$ cat src/rtl/read_buffer_pl_pkg.sv
// Shared widths, FSM encoding and tag helper for the single-line read buffer.
package read_buffer_pl_pkg;

    localparam int ADDR_LMT       = 20;
    localparam int MDATA          = 14;
    localparam int CACHE_WIDTH    = 512;
    localparam int DATA_WIDTH     = 32;
    localparam int WORDS_PER_LINE = 16;
    localparam int OFF_W          = 4;
    localparam int SEQ_W          = MDATA - 1;
    localparam int TAG_MARK_BIT   = MDATA - 1;

    typedef enum logic [1:0] {
        ST_IDLE = 2'd0,
        ST_REQ  = 2'd1,
        ST_WAIT = 2'd2
    } state_e;

    // Own requests always carry the marker bit so untagged traffic can never match.
    function automatic logic [MDATA-1:0] make_tag(input logic [SEQ_W-1:0] seq);
        logic [MDATA-1:0] tag;
        tag                  = '0;
        tag[SEQ_W-1:0]       = seq;
        tag[TAG_MARK_BIT]    = 1'b1;
        return tag;
    endfunction

endpackage

$ cat src/rtl/read_buffer_pl_if.sv
// Request/response channels plus accelerator-side read port of the read buffer.
interface read_buffer_pl_if;
    import read_buffer_pl_pkg::*;

    logic [ADDR_LMT-1:0]       rd_req_addr;
    logic [MDATA-1:0]          rd_req_mdata;
    logic                      rd_req_en;
    logic                      rd_req_almostfull;
    logic                      rd_rsp_valid;
    logic [MDATA-1:0]          rd_rsp_mdata;
    logic [CACHE_WIDTH-1:0]    rd_rsp_data;
    logic                      rd_en;
    logic [ADDR_LMT+OFF_W-1:0] rd_addr;
    logic                      rd_direct;
    logic                      inv_en;
    logic [ADDR_LMT-1:0]       inv_addr;
    logic                      rd_busy;
    logic                      rd_valid;
    logic [DATA_WIDTH-1:0]     rd_data;
    logic [CACHE_WIDTH-1:0]    rd_line;
    logic                      rd_err;

    modport slave (
        output rd_req_addr, rd_req_mdata, rd_req_en,
        input  rd_req_almostfull,
        input  rd_rsp_valid, rd_rsp_mdata, rd_rsp_data,
        input  rd_en, rd_addr, rd_direct, inv_en, inv_addr,
        output rd_busy, rd_valid, rd_data, rd_line, rd_err
    );

    modport master (
        input  rd_req_addr, rd_req_mdata, rd_req_en,
        output rd_req_almostfull,
        output rd_rsp_valid, rd_rsp_mdata, rd_rsp_data,
        output rd_en, rd_addr, rd_direct, inv_en, inv_addr,
        input  rd_busy, rd_valid, rd_data, rd_line, rd_err
    );

endinterface

$ cat src/rtl/read_buffer_pl_line_word_sel.sv
// Picks one DATA_WIDTH word out of a cache line by 4-bit word offset.
module line_word_sel
    import read_buffer_pl_pkg::*;
(
    input  logic [CACHE_WIDTH-1:0] line_i,
    input  logic [OFF_W-1:0]       off_i,
    output logic [DATA_WIDTH-1:0]  word_o
);

    logic [DATA_WIDTH-1:0] words [WORDS_PER_LINE];

    genvar gi;
    generate
        for (gi = 0; gi < WORDS_PER_LINE; gi++) begin : g_word
            assign words[gi] = line_i[gi*DATA_WIDTH +: DATA_WIDTH];
        end
    endgenerate

    assign word_o = words[off_i];

endmodule

$ cat src/rtl/read_buffer_pl.sv
// Single-line read buffer: serves word hits locally, fetches a line on miss or
// direct read, and matches the response by its sequence tag.
module read_buffer_pl
    import read_buffer_pl_pkg::*;
(
    input  logic            clk,
    input  logic            rst,
    read_buffer_pl_if.slave bus
);

    state_e                 state_q, state_d;
    logic [CACHE_WIDTH-1:0] buf_line_q, buf_line_d;
    logic [ADDR_LMT-1:0]    buf_tag_q, buf_tag_d;
    logic                   buf_vld_q, buf_vld_d;
    logic [ADDR_LMT-1:0]    pend_addr_q, pend_addr_d;
    logic [OFF_W-1:0]       pend_off_q, pend_off_d;
    logic                   pend_direct_q, pend_direct_d;
    logic [SEQ_W-1:0]       seq_q, seq_d;

    logic [ADDR_LMT-1:0]    req_addr_q, req_addr_d;
    logic [MDATA-1:0]       req_mdata_q, req_mdata_d;
    logic                   req_en_q, req_en_d;
    logic                   valid_q, valid_d;
    logic [DATA_WIDTH-1:0]  data_q, data_d;
    logic [CACHE_WIDTH-1:0] line_q, line_d;
    logic                   err_q, err_d;

    logic [ADDR_LMT-1:0]    rd_line_addr;
    logic [OFF_W-1:0]       rd_off;
    logic [DATA_WIDTH-1:0]  hit_word;
    logic [DATA_WIDTH-1:0]  rsp_word;
    logic                   hit;
    logic                   rsp_match;

    assign rd_line_addr = bus.rd_addr[ADDR_LMT+OFF_W-1:OFF_W];
    assign rd_off       = bus.rd_addr[OFF_W-1:0];

    line_word_sel u_hit_sel (
        .line_i (buf_line_q),
        .off_i  (rd_off),
        .word_o (hit_word)
    );

    line_word_sel u_rsp_sel (
        .line_i (bus.rd_rsp_data),
        .off_i  (pend_off_q),
        .word_o (rsp_word)
    );

    assign hit       = !bus.rd_direct && buf_vld_q && (buf_tag_q == rd_line_addr);
    assign rsp_match = bus.rd_rsp_valid && (bus.rd_rsp_mdata == make_tag(seq_q));

    always_comb begin
        state_d       = state_q;
        buf_line_d    = buf_line_q;
        buf_tag_d     = buf_tag_q;
        buf_vld_d     = buf_vld_q;
        pend_addr_d   = pend_addr_q;
        pend_off_d    = pend_off_q;
        pend_direct_d = pend_direct_q;
        seq_d         = seq_q;
        req_en_d      = 1'b0;
        req_addr_d    = '0;
        req_mdata_d   = '0;
        valid_d       = 1'b0;
        data_d        = data_q;
        line_d        = line_q;
        err_d         = 1'b0;

        case (state_q)
            ST_IDLE: begin
                if (bus.rd_en) begin
                    if (hit) begin
                        valid_d = 1'b1;
                        data_d  = hit_word;
                    end else begin
                        pend_addr_d   = rd_line_addr;
                        pend_off_d    = rd_off;
                        pend_direct_d = bus.rd_direct;
                        state_d       = ST_REQ;
                    end
                end
            end
            ST_REQ: begin
                err_d = bus.rd_en;
                if (!bus.rd_req_almostfull) begin
                    req_en_d    = 1'b1;
                    req_addr_d  = pend_addr_q;
                    req_mdata_d = make_tag(seq_q);
                    state_d     = ST_WAIT;
                end
            end
            ST_WAIT: begin
                err_d = bus.rd_en;
                if (rsp_match) begin
                    valid_d = 1'b1;
                    data_d  = rsp_word;
                    line_d  = bus.rd_rsp_data;
                    // Direct reads hand the line back but leave the buffer untouched.
                    if (!pend_direct_q) begin
                        buf_line_d = bus.rd_rsp_data;
                        buf_tag_d  = pend_addr_q;
                        buf_vld_d  = 1'b1;
                    end
                    seq_d   = seq_q + 1'b1;
                    state_d = ST_IDLE;
                end
            end
            default: state_d = ST_IDLE;
        endcase

        // Checked against the post-fill tag so a same-cycle write to the filled line wins.
        if (bus.inv_en && (buf_tag_d == bus.inv_addr)) begin
            buf_vld_d = 1'b0;
        end
    end

    always_ff @(posedge clk or negedge rst) begin
        if (!rst) begin
            state_q       <= ST_IDLE;
            buf_line_q    <= '0;
            buf_tag_q     <= '0;
            buf_vld_q     <= 1'b0;
            pend_addr_q   <= '0;
            pend_off_q    <= '0;
            pend_direct_q <= 1'b0;
            seq_q         <= '0;
            req_addr_q    <= '0;
            req_mdata_q   <= '0;
            req_en_q      <= 1'b0;
            valid_q       <= 1'b0;
            data_q        <= '0;
            line_q        <= '0;
            err_q         <= 1'b0;
        end else begin
            state_q       <= state_d;
            buf_line_q    <= buf_line_d;
            buf_tag_q     <= buf_tag_d;
            buf_vld_q     <= buf_vld_d;
            pend_addr_q   <= pend_addr_d;
            pend_off_q    <= pend_off_d;
            pend_direct_q <= pend_direct_d;
            seq_q         <= seq_d;
            req_addr_q    <= req_addr_d;
            req_mdata_q   <= req_mdata_d;
            req_en_q      <= req_en_d;
            valid_q       <= valid_d;
            data_q        <= data_d;
            line_q        <= line_d;
            err_q         <= err_d;
        end
    end

    assign bus.rd_req_addr  = req_addr_q;
    assign bus.rd_req_mdata = req_mdata_q;
    assign bus.rd_req_en    = req_en_q;
    assign bus.rd_busy      = (state_q != ST_IDLE);
    assign bus.rd_valid     = valid_q;
    assign bus.rd_data      = data_q;
    assign bus.rd_line      = line_q;
    assign bus.rd_err       = err_q;

endmodule

$ cat src/flat_wrapper.sv
// flat-port wrapper written by rule: the top's interface ports become plain ports
module read_buffer_pl_flat import read_buffer_pl_pkg::*;
  (clk, rst, bus_rd_req_addr, bus_rd_req_mdata, bus_rd_req_en, bus_rd_req_almostfull, bus_rd_rsp_valid, bus_rd_rsp_mdata, bus_rd_rsp_data, bus_rd_en, bus_rd_addr, bus_rd_direct, bus_inv_en, bus_inv_addr, bus_rd_busy, bus_rd_valid, bus_rd_data, bus_rd_line, bus_rd_err);
  read_buffer_pl_if bus_i ();
  input  logic clk;
  input  logic rst;
  output wire logic [$bits(bus_i.rd_req_addr)-1:0] bus_rd_req_addr;
  output wire logic [$bits(bus_i.rd_req_mdata)-1:0] bus_rd_req_mdata;
  output wire logic [$bits(bus_i.rd_req_en)-1:0] bus_rd_req_en;
  input wire logic [$bits(bus_i.rd_req_almostfull)-1:0] bus_rd_req_almostfull;
  input wire logic [$bits(bus_i.rd_rsp_valid)-1:0] bus_rd_rsp_valid;
  input wire logic [$bits(bus_i.rd_rsp_mdata)-1:0] bus_rd_rsp_mdata;
  input wire logic [$bits(bus_i.rd_rsp_data)-1:0] bus_rd_rsp_data;
  input wire logic [$bits(bus_i.rd_en)-1:0] bus_rd_en;
  input wire logic [$bits(bus_i.rd_addr)-1:0] bus_rd_addr;
  input wire logic [$bits(bus_i.rd_direct)-1:0] bus_rd_direct;
  input wire logic [$bits(bus_i.inv_en)-1:0] bus_inv_en;
  input wire logic [$bits(bus_i.inv_addr)-1:0] bus_inv_addr;
  output wire logic [$bits(bus_i.rd_busy)-1:0] bus_rd_busy;
  output wire logic [$bits(bus_i.rd_valid)-1:0] bus_rd_valid;
  output wire logic [$bits(bus_i.rd_data)-1:0] bus_rd_data;
  output wire logic [$bits(bus_i.rd_line)-1:0] bus_rd_line;
  output wire logic [$bits(bus_i.rd_err)-1:0] bus_rd_err;
  assign bus_rd_req_addr = bus_i.rd_req_addr;
  assign bus_rd_req_mdata = bus_i.rd_req_mdata;
  assign bus_rd_req_en = bus_i.rd_req_en;
  assign bus_i.rd_req_almostfull = bus_rd_req_almostfull;
  assign bus_i.rd_rsp_valid = bus_rd_rsp_valid;
  assign bus_i.rd_rsp_mdata = bus_rd_rsp_mdata;
  assign bus_i.rd_rsp_data = bus_rd_rsp_data;
  assign bus_i.rd_en = bus_rd_en;
  assign bus_i.rd_addr = bus_rd_addr;
  assign bus_i.rd_direct = bus_rd_direct;
  assign bus_i.inv_en = bus_inv_en;
  assign bus_i.inv_addr = bus_inv_addr;
  assign bus_rd_busy = bus_i.rd_busy;
  assign bus_rd_valid = bus_i.rd_valid;
  assign bus_rd_data = bus_i.rd_data;
  assign bus_rd_line = bus_i.rd_line;
  assign bus_rd_err = bus_i.rd_err;
  read_buffer_pl u_core (.clk(clk), .rst(rst), .bus(bus_i));
endmodule
$ cat config.mk
export PLATFORM = sky130hd
export DESIGN_NAME = read_buffer_pl_flat
export DESIGN_NICKNAME = d
export VERILOG_FILES = /design/src/rtl/read_buffer_pl_pkg.sv /design/src/rtl/read_buffer_pl_if.sv /design/src/rtl/read_buffer_pl_line_word_sel.sv /design/src/rtl/read_buffer_pl.sv /design/src/flat_wrapper.sv
export SDC_FILE = /design/constraint.sdc
export NUM_CORES = 2
export LEC_CHECK = 0
export BUFFER_PORTS_ARGS = -buffer_cell sky130_fd_sc_hd__buf_4
export CAP_MARGIN = 20
export CORE_AREA = 2 2 447 449
export CTS_BUF_LIST = sky130_fd_sc_hd__clkbuf_4 sky130_fd_sc_hd__clkbuf_8
export CTS_CLUSTER_SIZE = 14
export DETAILED_ROUTE_END_ITERATION = 10
export DIE_AREA = 0 0 449 451
export SYNTH_ARGS = -nofsm -noshare
export SYNTH_HDL_FRONTEND = slang
export SYNTH_SLANG_ARGS = --single-unit
export TNS_END_PERCENT = 5
$ cat constraint.sdc
create_clock -name clk -period 3.05 [get_ports clk]
set_input_delay 0.4575 -clock clk [delete_from_list [all_inputs] [get_ports clk]]
set_output_delay 0.4575 -clock clk [all_outputs]
set_load 0.01 [all_outputs]
Word level (Yosys, flattened, before mapping)
Cells that the tools add are included.
- add/sub/neg operators: 1
- order comparisons: 2
- eq/ne operators: 11
- multiplexer cells: 33
- bitwise logic cells: 4
- reductions and logical operators: 17
- operator list (operator ; number):
    $bmux 32 s4 ; 2
    $mux 32 ; 7
    $mux 20 ; 5
    $pmux 32 s2 ; 1
    $eq 20x20->1 ; 2
    $mux 14 ; 2
    $eq 14x14->1 ; 1
    $add 13x1->13 const B ; 1
    $ge 5x5->1 const B ; 2
    $mux 1 ; 10
    $not 4->5 ; 2
    $reduce_and 3->1 ; 3
    $mux 2 ; 4
    $ne 2x2->1 const B ; 4
    $reduce_and 4->1 ; 2
    $reduce_bool 2->1 ; 4
    $pmux 2 s3 ; 1
    $logic_and 1x1->1 ; 4
    $ne 2x1->1 const B ; 2
    $eq 2x1->1 const B ; 1
    $eq 2x2->1 const B ; 1
    $logic_not 2->1 ; 1
    $not 1->1 ; 2
    $pmux 1 s2 ; 1
    3 further kinds ; 3
- bits in registers: 1154
- input bits: 577
- output and inout port bits: 582

Longest topological paths before layout
- depth after elaboration: 8
- mapped depth: 9

Cells and area by module
From an unflattened synthesis, not the netlist that was laid out.
- cells, all modules: 5372
- area total of the unflattened synthesis: 51584.5 µm²
- by module, submodules not included (module ; instances ; cells each ; area an instance (µm²)):
    read_buffer_pl ; 1 ; 4830 ; 44127.3
    line_word_sel ; 2 ; 271 ; 3728.6

Worst setup path before layout
OpenSTA, ideal clock, no wires.
- path kind: input to register
- start: input port bus_rd_rsp_mdata[10]
- end: register u_core.buf_vld_q
- library setup time: 0.131 ns
- data arrival time: 2.265 ns
- setup slack: 0.654 ns
- stages: 9
- path buffers: 1
- path through: xor2_1 -> nor4_1 -> nand4_1 -> nor4_4 -> buf_4 -> mux2i_1 -> xnor2_1 -> nor4_1 -> a21oi_1
- cells in the longest elaborated chain, start to end: 8
- elaborated cells on any way between the ends: 11
- those cells by class: 3 x eq/ne; 3 x mux; 5 x reduce/logical
- ends and longest elaborated chain (item ; RTL line ; source):
    start: declaration ; flat_wrapper.sv:12 ; input wire logic [$bits(bus_i.rd_rsp_mdata)-1:0] bus_rd_rsp_mdata;
    $eq 14x14->1 * ; read_buffer_pl.sv:51 ; assign rsp_match = bus.rd_rsp_valid && (bus.rd_rsp_mdata == make_tag(seq_q));
    $logic_and 1x1->1 * ; read_buffer_pl.sv:51 ;
    $mux 20 ; read_buffer_pl.sv:95 ; if (rsp_match) begin
    $mux 20 ; read_buffer_pl.sv:70 ; case (state_q)
    $eq 20x20->1 ; read_buffer_pl.sv:113 ; if (bus.inv_en && (buf_tag_d == bus.inv_addr)) begin
    $logic_and 1x1->1 ; read_buffer_pl.sv:113 ;
    $ne 2x2->1 (no line) / $reduce_bool 2->1 (equally long branches) ; -- ;
    $reduce_and 3->1 (no line) ; -- ;
    end signal: assignment ; read_buffer_pl.sv:139 ; buf_vld_q <= buf_vld_d;
    end: declaration ; read_buffer_pl.sv:14 ; logic buf_vld_q, buf_vld_d;
Every way passes the cells marked *; elsewhere a longest branch is shown, timed or not.
A chain may end at the register's enable or synchronous reset.

Final worst setup path
- start: register u_core.seq_q[4]
- end: register u_core.buf_line_q[362]
- cells in the longest elaborated chain, start to end: 3
- ends and longest elaborated chain (item ; RTL line ; source):
    start: declaration ; read_buffer_pl.sv:18 ; logic [SEQ_W-1:0] seq_q, seq_d;
    start signal: assignment ; read_buffer_pl.sv:143 ; seq_q <= seq_d;
    $eq 14x14->1 ; read_buffer_pl.sv:51 ;
    $logic_and 1x1->1 ; read_buffer_pl.sv:51 ;
    $reduce_and 3->1 (no line) ; -- ;
    end signal: assignment ; read_buffer_pl.sv:137 ; buf_line_q <= buf_line_d;
    end: declaration ; read_buffer_pl.sv:12 ; logic [CACHE_WIDTH-1:0] buf_line_q, buf_line_d;
No other way between the ends.

==> results.json <==
{
  "overflow": 0,
  "syn-cell-area_um2": 51400,
  "busiest_layer": "met2",
  "syn_nets": 4745,
  "grt_pass1_wl_um": 330000,
  "syn_area_per_cell_um2": 12.4,
  "io-pin-count": 1159,
  "coreArea_um2": 198000,
  "layout-drive-gt1-share_pct": 39.6,
  "holdPathStages": 6,
  "grt_pass1_vias": 43000,
  "arrival_ns": 3.69,
  "fmax_mhz": 351,
  "grt_util_all_layers_pct": 22.8,
  "dieArea_um2": 202000,
  "cts_buffers": 207,
  "fin_crit_sh_pct": 93.3,
  "r2r-start": "u_core.seq_q[4]",
  "antenna_found_initial": 107,
  "clk_latency_ns": 0.96,
  "die_x_um": 449,
  "firstDrtPassIters": 5,
  "cts-root-buf": "clkbuf_8",
  "cts_max_level": 4,
  "yosysSeqAreaShare_pct": 56.1,
  "power_leakage_nw": 38.4,
  "critPathCaptureType": "register",
  "drc": 0,
  "cts.sinks": 1153,
  "cts_buffer_depth": 3,
  "r2r-end": "u_core.buf_line_q[362]",
  "syn_to_final_growth_pct": 45.1,
  "drt-vias-per-instance": 4.77,
  "drv_cap": 0,
  "grt_max_degree": 147,
  "path_class": "register to register",
  "timing.final.crit_period_ns": 2.85,
  "drt_wl_total_um": 236000,
  "yosys.cell_types.count": 43,
  "initialDrtViolationCount": 3587,
  "rows": 164,
  "hold_start": "bus_rd_rsp_mdata[11]",
  "synth_seq_cells": 1153,
  "setup.worst_path.start_class": "register",
  "ir_drop_uv": 538,
  "crit_fanout": 146,
  "status": "completed",
  "initial_core_util_pct": 25.9,
  "drv_slew": 0,
  "groute.layer.met3.usage_pct": 5.91,
  "required_ns": 3.90,
  "finalWorstSetupSlack_ns": 0.204,
  "port_buffers": 1158,
  "setup_violations": 0,
  "ant_nets": 0,
  "nets": 6562,
  "hold_path.class": "primary input to register",
  "use_met2_pct": 35.6,
  "max_slew_margin_pct": 42.2,
  "synth-edff-count": 0,
  "gp_congestion": 0.947,
  "hold_viol": 0,
  "skew_ns": 0.0444,
  "synthCells": 4164,
  "cts.reportedPaths.clkPinSlew_ns": 0.06,
  "dpl_worst_slack_ns": 0.212,
  "whs_endpoint": "u_core.bus.rd_valid",
  "cts_setup_buffers": 0,
  "vias": 42200,
  "synth_top_flop_cell": "dfrtp_1",
  "tightest_slew_ns": 0.867,
  "async_flop_share_pct": 100,
  "rsz0062_at_grt": "false",
  "ff2ff_path_depth": 8,
  "dpl.hpwl_um": 182000,
  "pwr_density_cell_nw_per_um2": 561,
  "yosys_warnings": 0,
  "reg2reg_slack_ns": 0.20,
  "wl_per_cell_um": 26.6,
  "setup_tns_ns": 0,
  "cts_tree": "done",
  "die_h_um": 451,
  "gr-usage-met1_pct": 29.9
}
-- layout by cell type (no fill, tap or decap), drive strengths merged, types with 2 or more instances in the layout --
master / netlist / routed
nand3: 2 / 2
nand4: 8 / 8
nand2: 1604 / 1604
dlygate4sd3: 0 / 551
nor2b: 4 / 4
xor2: 34 / 34
mux4: 320 / 320
o2bb2ai: 2 / 2
nand2b: 2 / 2
clkinv: 0 / 28
and3: 2 / 2
diode: 0 / 42
or4: 2 / 2
buf: 199 / 1318
o221ai: 4 / 4
and2: 35 / 35
nor2: 7 / 7
dfrtp: 1153 / 1153
clkbuf: 63 / 327
clkinvlp: 0 / 5
o22ai: 10 / 10
mux2i: 43 / 43
nor4: 15 / 15
xnor2: 22 / 22
o21ai: 37 / 37
inv: 36 / 42
mux2: 539 / 539
a21oi: 4 / 4
ha: 4 / 4
bufinv: 0 / 8
nor3: 6 / 6
-- worst max-delay path by stage --
stage / from / endpoint / slack [ns] / cells after the start
floorplan: bus_rd_rsp_mdata[10] / u_core.buf_vld_q / 0.65 / 9
global placement: bus_rd_rsp_mdata[4] / u_core.buf_line_q[488] / 0.20 / 12
detailed placement: bus_rd_rsp_mdata[4] / u_core.buf_line_q[303] / 0.21 / 12
CTS: u_core.seq_q[6] / u_core.bus.rd_line[434] / 0.27 / 8
global route: u_core.seq_q[4] / u_core.buf_line_q[166] / 0.14 / 11
finish: u_core.seq_q[4] / u_core.buf_line_q[362] / 0.20 / 8
-- stage by stage --
stage               util, %  power (mW)  hold slack, ns  area (um^2)  std cells
finish                 37.7        41.8           0.167        74600       8843
global route           37.6        43.4          0.0861        74600       8815
CTS                    37.6        42.4          0.0255        74500       8801
detailed placement     32.4        25.0           0.451        64300       7876
global placement       32.4        24.9           0.443        64300       7876
floorplan                 -        20.5           0.162        51400       4164
-- state kept, by name, summed over array words and instances (netlist names), 2 cells and up --
name,cells
u_core.bus.rd_req_mdata,13
u_core.bus.rd_req_addr,20
u_core.pend_addr_q,20
u_core.buf_tag_q,20
u_core.bus.rd_line,512
u_core.state_q,2
u_core.pend_off_q,4
u_core.buf_line_q,512
u_core.seq_q,13
u_core.bus.rd_data,32
-- metal layers --
| metal | share of wire [%] | vias up |
|---|---|---|
| met3 | 7.5 | 490 |
| met5 | 0.16 | - |
| met1 | 42 | 21900 |
| met4 | 4.5 | 58 |
| met2 | 46 | 1827 |
| li1 | - | 17900 |
-- Yosys cell counts, types with 2 or more instances --
cell | count | area, um^2
a21oi_1 | 4 | 20.0
and2_1 | 35 | 219
and3_1 | 2 | 12.5
buf_1 | 11 | 41.3
buf_2 | 171 | 856
buf_4 | 16 | 120
clkbuf_1 | 62 | 233
dfrtp_1 | 1153 | 28900
ha_1 | 4 | 50.1
inv_1 | 35 | 131
mux2_1 | 126 | 1420
mux2_2 | 413 | 4650
mux2i_1 | 43 | 430
mux4_2 | 320 | 7210
nand2_1 | 1604 | 6020
nand2b_1 | 2 | 12.5
nand3_1 | 2 | 10.0
nand4_1 | 8 | 50.1
nor2_1 | 7 | 26.3
nor2b_1 | 4 | 25.0
nor3_1 | 5 | 25.0
nor4_1 | 13 | 81.3
o21ai_0 | 36 | 180
o221ai_1 | 4 | 35.0
o22ai_1 | 10 | 62.6
o2bb2ai_1 | 2 | 17.5
or4_1 | 2 | 15.0
xnor2_1 | 22 | 193
xor2_1 | 34 | 298
-- where the power goes --
| part | total, mW | internal, mW | leakage (nW) | switching [mW] |
|---|---|---|---|---|
| sequential | 16.3 | 15.6 | 16.0 | 0.668 |
| clock | 16.5 | 9.35 | 2.48 | 7.12 |
| combinational | 9.04 | 4.40 | 19.9 | 4.64 |
| total | 41.8 | 29.4 | 38.4 | 12.4 |
-- kinds of logic after synthesis --
kind of cell	Yosys count	share of synthesized area, %
fa+ha+maj	4	0.0973
xor+xnor	56	0.954
compound gates	61	0.689
mux	902	26.7
simple gates	1690	12.8
buf+inv	298	2.72
flops	1153	56.1
-- critical path: stages (launching register included) --
cell	delay, ns
dfrtp_1	0.46
xor2_1	0.20
nor4_1	0.31
nand4_1	0.16
buf_4	0.20
or4_4	0.56
buf_12	0.23
nand2_1	0.26
nand2_1	0.08
-- area by class of cell --
type                            instances  area (um^2)
Fill cell                           19300       124000
Sequential cell                      1153        28900
Multi-Input combinational cell       2713        21200
Timing Repair Buffer                 1870        16300
Clock buffer                          326         4160
Tap cell                             2656         3320
Clock inverter                         47          526
Inverter                               36          138
Antenna cell                           42          105
-- repair_timing --
item,in CTS,in global routing
hold buffers,552,0
hold endpoints to repair,1585,0
endpoints found under the setup margin,0,0
gates resized for setup,0,0
No activity file was read; power rests on OpenSTA's default activity.
